<file path="config.mk">
export PLATFORM = sky130hd
export DESIGN_NAME = branch_resolve_queue
export DESIGN_NICKNAME = d
export VERILOG_FILES = /design/src/rtl/brq_pkg.sv /design/src/rtl/brq_ring.sv /design/src/rtl/branch_resolve_queue.sv
export SDC_FILE = /design/constraint.sdc
export NUM_CORES = 1
export LEC_CHECK = 0
export CORE_ASPECT_RATIO = 0.8
export CORE_MARGIN = 2
export CORE_UTILIZATION = 32
export DETAILED_ROUTE_END_ITERATION = 10
export PLACE_DENSITY_LB_ADDON = 0.25
export SLEW_MARGIN = 20
export SYNTH_ARGS = -nofsm -noshare
export SYNTH_HDL_FRONTEND = slang
export SYNTH_SLANG_ARGS = --single-unit
</file>
<file path="constraint.sdc">
create_clock -name clk -period 14.3 [get_ports clk]
set_input_delay 1.43 -clock clk [delete_from_list [all_inputs] [get_ports clk]]
set_output_delay 1.43 -clock clk [all_outputs]
set_load 0.05 [all_outputs]
</file>
<file path="src/rtl/brq_pkg.sv">
// Shared types and defaults for the branch resolve queue.
package brq_pkg;

  localparam int unsigned BRQ_DEPTH = 8;
  localparam int unsigned BRQ_PC_W  = 32;
  localparam int unsigned BRQ_CNT_W = 32;

  // One in-flight branch: its PC and the predictor's taken guess.
  typedef struct packed {
    logic [BRQ_PC_W-1:0] pc;
    logic                pred;
  } brq_entry_t;

  function automatic int unsigned brq_ptr_w(input int unsigned depth);
    return $clog2(depth);
  endfunction

endpackage

</file>
<file path="src/rtl/brq_ring.sv">
// Circular buffer of predicted branches with push, pop and flush-to-head.
module brq_ring
  import brq_pkg::*;
#(
  parameter int unsigned DEPTH = BRQ_DEPTH
) (
  input  logic                         clk,
  input  logic                         reset,
  input  logic                         push,
  input  brq_entry_t                   push_entry,
  input  logic                         pop,
  input  logic                         flush,
  output brq_entry_t                   head_entry,
  output logic [$clog2(DEPTH):0]       count,
  output logic                         full,
  output logic                         empty
);

  localparam int unsigned PTR_W = brq_ptr_w(DEPTH);
  localparam int unsigned OCC_W = PTR_W + 1;

  brq_entry_t             mem [DEPTH];
  logic [PTR_W-1:0]       head_q;
  logic [PTR_W-1:0]       tail_q;
  logic [OCC_W-1:0]       count_q;

  // Storage needs no reset; validity is tracked by count_q.
  always_ff @(posedge clk) begin
    if (push) mem[tail_q] <= push_entry;
  end

  // Flush pops the head and drops everything younger, including a same-cycle push.
  always_ff @(posedge clk) begin
    if (reset) begin
      head_q  <= '0;
      tail_q  <= '0;
      count_q <= '0;
    end else if (flush) begin
      head_q  <= head_q + PTR_W'(1);
      tail_q  <= head_q + PTR_W'(1);
      count_q <= '0;
    end else begin
      if (push) tail_q <= tail_q + PTR_W'(1);
      if (pop)  head_q <= head_q + PTR_W'(1);
      case ({push, pop})
        2'b10:   count_q <= count_q + OCC_W'(1);
        2'b01:   count_q <= count_q - OCC_W'(1);
        default: count_q <= count_q;
      endcase
    end
  end

  assign head_entry = mem[head_q];
  assign count      = count_q;
  assign full       = (count_q == OCC_W'(DEPTH));
  assign empty      = (count_q == '0);

endmodule

</file>
<file path="src/rtl/branch_resolve_queue.sv">
// In-order branch tracker: trains the predictor and flags mispredicts on resolve.
// Optional statistics counters are built when BRQ_STATS_EN is defined.
module branch_resolve_queue
  import brq_pkg::*;
#(
  parameter int unsigned DEPTH = BRQ_DEPTH,
  parameter int unsigned PC_W  = BRQ_PC_W,
  parameter int unsigned CNT_W = BRQ_CNT_W
) (
  input  logic                       clk,
  input  logic                       reset,
  input  logic                       push_valid,
  output logic                       push_ready,
  input  logic [PC_W-1:0]            push_pc,
  input  logic                       push_pred,
  input  logic                       resolve_valid,
  input  logic                       resolve_taken,
  output logic                       train_valid,
  output logic [PC_W-1:0]            train_pc,
  output logic                       train_taken,
  output logic                       mispredict,
  output logic [$clog2(DEPTH):0]     occupancy,
  output logic                       err_underflow,
  output logic [CNT_W-1:0]           stat_branches,
  output logic [CNT_W-1:0]           stat_mispredicts
);

  brq_entry_t push_entry;
  brq_entry_t head_entry;
  logic       full;
  logic       empty;
  logic       push_fire;
  logic       resolve_fire;
  logic       mispredict_c;

  assign push_ready   = !full && !reset;
  assign push_fire    = push_valid && push_ready;
  assign resolve_fire = resolve_valid && !empty;
  assign mispredict_c = resolve_fire && (head_entry.pred != resolve_taken);

  assign push_entry.pc   = BRQ_PC_W'(push_pc);
  assign push_entry.pred = push_pred;

  brq_ring #(.DEPTH(DEPTH)) u_ring (
    .clk        (clk),
    .reset      (reset),
    .push       (push_fire),
    .push_entry (push_entry),
    .pop        (resolve_fire),
    .flush      (mispredict_c),
    .head_entry (head_entry),
    .count      (occupancy),
    .full       (full),
    .empty      (empty)
  );

  // Training strobe and redirect pulse, one cycle after the resolve edge.
  always_ff @(posedge clk) begin
    if (reset) begin
      train_valid   <= 1'b0;
      train_pc      <= '0;
      train_taken   <= 1'b0;
      mispredict    <= 1'b0;
      err_underflow <= 1'b0;
    end else begin
      train_valid <= resolve_fire;
      mispredict  <= mispredict_c;
      if (resolve_fire) begin
        train_pc    <= PC_W'(head_entry.pc);
        train_taken <= resolve_taken;
      end
      if (resolve_valid && empty) err_underflow <= 1'b1;
    end
  end

`ifdef BRQ_STATS_EN
  logic [CNT_W-1:0] branches_q;
  logic [CNT_W-1:0] mispredicts_q;

  // Saturating counters updated on the resolve edge.
  always_ff @(posedge clk) begin
    if (reset) begin
      branches_q    <= '0;
      mispredicts_q <= '0;
    end else begin
      if (resolve_fire && (branches_q != '1))   branches_q    <= branches_q + CNT_W'(1);
      if (mispredict_c && (mispredicts_q != '1)) mispredicts_q <= mispredicts_q + CNT_W'(1);
    end
  end

  assign stat_branches    = branches_q;
  assign stat_mispredicts = mispredicts_q;
`else
  assign stat_branches    = '0;
  assign stat_mispredicts = '0;
`endif

endmodule

</file>
==> results of run 1 <==
[kinds of logic after synthesis]
group,count (synthesis),synth area share
XOR/XNOR,9,0.00645
AND/OR/NAND/NOR,76,0.0288
buffers and inverters,96,0.0522
adder cells (fa/ha/maj),5,0.00512
flip-flops,313,0.729
AO/OA/AOI/OAI,42,0.0258
multiplexers,104,0.152
other,1,0.000307
[area by class of cell]
| cell class | count | share of cell area |
|---|---|---|
| inverters | 1 | 0.000262 |
| well taps | 487 | 0.0425 |
| flip-flops and latches | 313 | 0.622 |
| clock inverters | 17 | 0.0103 |
| repair buffers | 92 | 0.0614 |
| clock buffers | 40 | 0.0571 |
| multi-input cells | 300 | 0.207 |
[how the worst max path moves through the flow]
stage	end	startpoint	slack, ns	cells past startpoint
floorplan	u_ring.mem[0][0]	push_valid	8.81	3
global placement	u_ring.mem[4][19]	reset	9.95	6
detailed placement	push_ready	reset	10.01	4
CTS	push_ready	reset	10.01	4
global route	push_ready	reset	9.97	4
finish	push_ready	reset	10.06	4
[stage by stage]
stage / utilization / worst slack (ns)
after global placement: 0.358 / 9.95
after global routing: 0.384 / 9.97
final: 0.384 / 10.06
after detailed placement: 0.358 / 10.01
after floorplan: - / 8.81
after CTS: 0.384 / 10.01
[flip-flops by register name, summed over array words and instances, names as in the netlist, named ones only]
signal	cells
mispredict	1
u_ring.count	4
u_ring.head_q	3
train_taken	1
train_pc	32
u_ring.mem	264
err_underflow	1
u_ring.tail_q	3
train_valid	1
[metal layers]
metal / track usage / vias to the layer above
met1: 0.173 / 2934
met4: 0.0257 / 0
met5: 0 / -
met3: 0.0244 / 33
li1: - / 2610
met2: 0.194 / 140
[tightest hold or removal path, cell delays in order (launching register included)]
cell     delay (ns)
dfxtp_1        0.31
nand2_1        0.05
a21oi_1        0.07
[power by group through the flow]
stage / sequential, uW / combinational [uW] / clock [uW]
final: 1160 / 702 / 776
after global routing: 1180 / 756 / 839
after CTS: 1170 / 716 / 799
after detailed placement: 1180 / 715 / 0
after global placement: 1190 / 713 / 0
after floorplan: 1320 / 382 / 0
[cell usage in the layout (no fill, tap or decap), drive strengths merged, types with 2 or more instances in the layout]
cell           Yosys  layout
edfxtp           264     264
clkdlybuf4s50      0      77
mux4              65      65
conb               1      64
dfxtp             49      49
nor2              48      48
clkbuf             9      40
mux2i             38      38
a211oi            34      34
buf               86      15
clkinv             0       9
nand2              7       7
xor2               6       6
nand2b             6       6
a21oi              5       5
ha                 5       5
clkinvlp           0       5
nor3               4       4
xnor2              3       3
nor2b              2       2
nand3              2       2
nor4bb             2       2
bufinv             0       2
nor4               2       2
inv                1       2
o31ai              2       2
==> impl_metrics.ini, run 1 <==
[global_routing]
grt_max_degree = 72
grt_usage = 0.122
grt_overflow_total = 0
antenna_found_initial = 0
grt_pass1_wl_um = 36500
grt_pass1_vias = 5789

[placement]
routabilityCongestion = 0.680
dp_cells = 1193
place_area_um2 = 13400
place_hpwl_um = 13700
io_buffers = 78

[route]
drt-wirelength-per-cell_um = 19.2
ant_nets = 0
maxUsedRoutingLayer = met4
wl_met3_um = 1080
vias = 5717
dr.pass1.iters = 4
met1_length_um = 11300
vias_per_cell = 4.57
met2_length_um = 11100
drc_errors = 0
drtIter0Drc = 408
wirelength_um = 24000

[die]
io_pins = 143
die_w_um = 222
die_h_um = 179
start_util = 0.327
fp-row-count = 63
core-area_um2 = 37400
die_area_um2 = 39800

[sta]
drv_slew = 0
period_share = 0.297
slew_headroom = 0.301
setup_viol = 0
fin_setup_tns_ns = 0
hold_violations = 0
rsz0062_at_grt = false
fmax_mhz = 236
clock_skew_ns = 0.0158
holdWs_ns = 0.473
period_minus_slack_ns = 4.24
worstMarginPinSlew_ns = 1.05

[status]
outcome = finished, final reports clean

[synth]
ys.flop_type = edfxtp_1
yosysSeqAreaShare = 0.729
ys_ff_latch = 313
avgSynthCellArea_um2 = 18.9
synth_cell_types = 33
synth_area_leaders = edfxtp_1 65%, mux4_2 12%, dfxtp_1 8.0%
yosysWarnings = 0
syn_area_um2 = 12200
synthCells = 646
synthTopCellsByCount = 264 x edfxtp_1, 70 x buf_4, 65 x mux4_2
yosysTopAreaCell = edfxtp_1
synth-edff-count = 264
netlist.area_leader.share = 0.649
synth.most_common_cell = edfxtp_1
synthArstFlopShare = 0

[worst_setup_path]
cp_max_fo = 47
timing.critical_path.buf_inv = 3
cp-start-kind = primary input
path_delay_family = buffers and inverters
reg2reg_setup_slack_ns = 11.46
slowest_stage = clkdlybuf4s50_1
max_stage_delay_ns = 0.72
critPathCaptureType = output pin
cp_cell_sequence = buf_2 -> buf_4 -> nor2b_1 -> clkdlybuf4s50_1
rr_endpoint = u_ring.tail_q[0]
cp.arrival_ns = 2.81
required_ns = 12.87
rr_worst_depth = 5
critPathKind = in -> out

[cts]
cts_tree = built
cts_max_path_buffers = 3
cts_num_sinks = 313
clockRootBuffer = clkbuf_16
cts_made_buffers = 31
cts_setup_buffers = 0
post_cts_resized = 0
clk_pin_slew_worst_paths_ns = 0.06
clk_latency_ns = 0.57
htreeDepth = 1
postCtsHoldBufs = 0

[cells_and_area]
fillCellCount = 3465
finalNonFillerCells = 1250
seqCellArea_um2 = 8920
fin_area_um2 = 14300
area_growth_pct = 17.4
multi_input_area_um2 = 2960
drive_above_1_share = 0.189
antennaDiodeCount = 0
nets = 782

[pwr]
p_sw_frac = 0.319
irDropWorstVdd_uv = 87.3
leakagePower_uw = 0.00448
switchingPower_uw = 841
pwr-share-seq = 0.440
p_int_uw = 1800
pwr-share-comb = 0.266
power.total_uw = 2640
p_per_area_nw_per_um2 = 184
clock_power_share = 0.294

[min_path]
min_from = u_ring.head_q[1]
holdPathStages = 2
hold_path.class = reg -> reg

[run]
drv_cap = 0
Power figures use the tool's default switching activity.
==> run 2: changes to the inputs <==
==> constraint.sdc (replaced) <==
create_clock -name clk -period 3.8 [get_ports clk]
set_input_delay 0.38 -clock clk [delete_from_list [all_inputs] [get_ports clk]]
set_output_delay 0.38 -clock clk [all_outputs]
set_load 0.05 [all_outputs]
==> run 2 against run 1 <==
  * Global-route usage increased by 0.27 points
  * Via count increased by 1.7%
  * Register-to-register slack got worse by 10 ns
  * Final cell count increased by 0.88%
  * Critical path type is now reg -> out
  * Critical endpoint unchanged
==> impl_metrics.ini, run 2 (same netlist as run 1, synthesis figures left out) <==
[die]
start_util = 0.327
die_area_um2 = 39800
fp-row-count = 63
die_w_um = 222
core-area_um2 = 37400
io_pins = 143
die_h_um = 179

[worst_setup_path]
reg2reg_setup_slack_ns = 1.19
cp-start-kind = flop
required_ns = 3.42
r2r_start = u_ring.count[0]
critPathKind = reg -> out
critPathCaptureType = output pin
rr_endpoint = u_ring.count[2]
cp.arrival_ns = 2.37
rr_worst_depth = 10
cp_max_fo = 8

[min_path]
holdPathStages = 5
min_from = reset
hold_path.class = in -> reg
worstHoldEndpoint = u_ring.tail_q[2]

[global_routing]
grt_overflow_total = 0
grt_usage = 0.124
antenna_found_initial = 0
grt_max_degree = 50
grt_pass1_wl_um = 37100
grt_pass1_vias = 5938

[placement]
io_buffers = 78
place_hpwl_um = 14300
dp_cells = 1200
pre_cts_slack_ns = 0.887
routabilityCongestion = 0.673

[sta]
hold_violations = 0
rsz0062_at_grt = false
setup_viol = 0
fmax_mhz = 363
slew_headroom = 0.470
period_minus_slack_ns = 2.75
drv_slew = 0
holdWs_ns = 0.433
fin_ws_ns = 1.05
worstMarginPinSlew_ns = 0.795
clock_skew_ns = 0.0197
period_share = 0.724

[pwr]
p_int_uw = 7040
pwr-share-comb = 0.262
pwr-share-seq = 0.425
clock_power_share = 0.313
p_sw_frac = 0.315
p_per_area_nw_per_um2 = 707
switchingPower_uw = 3230
irDropWorstVdd_uv = 380
leakagePower_uw = 0.00458

[route]
vias_per_cell = 4.61
dr.pass1.iters = 4
drt-wirelength-per-cell_um = 19.2
drc_errors = 0
drtIter0Drc = 312
ant_nets = 0
vias = 5812
wirelength_um = 24200

[cts]
cts_setup_buffers = 0
cts_tree = built
cts_made_buffers = 34
post_cts_resized = 0
clk_pin_slew_worst_paths_ns = 0.06
clockRootBuffer = clkbuf_16
htreeDepth = 2
cts_max_path_buffers = 3
clk_latency_ns = 0.51
postCtsHoldBufs = 0
cts_num_sinks = 313

[run]
drv_cap = 0

[cells_and_area]
drive_above_1_share = 0.204
nets = 792
fin_util = 0.389
final_common_cell = edfxtp_1
antennaDiodeCount = 0
fillCellCount = 3400
largest_register_ffs = 264
finalNonFillerCells = 1261
area_growth_pct = 19.0
final_cell_mix = 264 x edfxtp_1, 77 x clkdlybuf4s50_1, 65 x mux4_2
regMostFlops = u_ring.mem

[status]
outcome = finished, final reports clean
run 2: changes by cell type in the layout (fill, tap and decap cells not counted), sizes merged:
| cell | change |
|---|---|
| buf | +7 |
| clkbuf | +3 |
| clkinv | +1 |
run 2: final cells by class:
class / count / area [um^2] / area share
clock buffer: 43 / 946 / 0.0651
clock inverter: 18 / 155 / 0.0107
inverter: 1 / 3.75 / 0.000258
multi-input combinational: 300 / 2970 / 0.204
sequential: 313 / 8920 / 0.613
tap: 487 / 609 / 0.0419
timing repair buffer: 99 / 933 / 0.0642
run 2: metal layers:
layer  vias up  GRT usage  wire, um
met3        35     0.0246      1010
met1      3005      0.172     11500
li1       2636          -         -
met5         -          0         0
met2       136      0.201     11400
met4         0     0.0344       418
run 2: worst max path at each step:
stage | startpoint | to | slack, ns | cells past startpoint
finish | u_ring.count[0] | push_ready | 1.05 | 3
floorplan | u_ring.count[1] | u_ring.mem[4][0] | -0.20 | 4
CTS | u_ring.count[0] | push_ready | 1.02 | 3
detailed placement | push_valid | u_ring.mem[5][11] | 0.89 | 5
global route | u_ring.count[0] | push_ready | 0.98 | 3
global placement | push_valid | u_ring.mem[5][11] | 0.90 | 5
run 2: stage by stage:
step	instance area [um^2]	setup TNS [ns]	power, uW
2_1_floorplan	12500	-19.59	6410
3_3_place_gp	13400	0	7170
3_5_place_dp	13400	0	7180
4_1_cts	14500	0	10400
5_1_grt	14500	0	10800
6_report	14500	0	10300
run 2: power by group through the flow:
stage | logic (uW) | registers (uW) | clock network, uW
6_report | 2690 | 4360 | 3220
5_1_grt | 2890 | 4420 | 3450
4_1_cts | 2740 | 4380 | 3310
3_5_place_dp | 2730 | 4440 | 0
3_3_place_gp | 2730 | 4440 | 0
2_1_floorplan | 1440 | 4970 | 0
run 2: critical path: stages, from the launching register on:
cell and delay (ns):
dfxtp_1 0.40, or4b_4 0.59, nor2b_1 0.15, clkdlybuf4s50_1 0.73
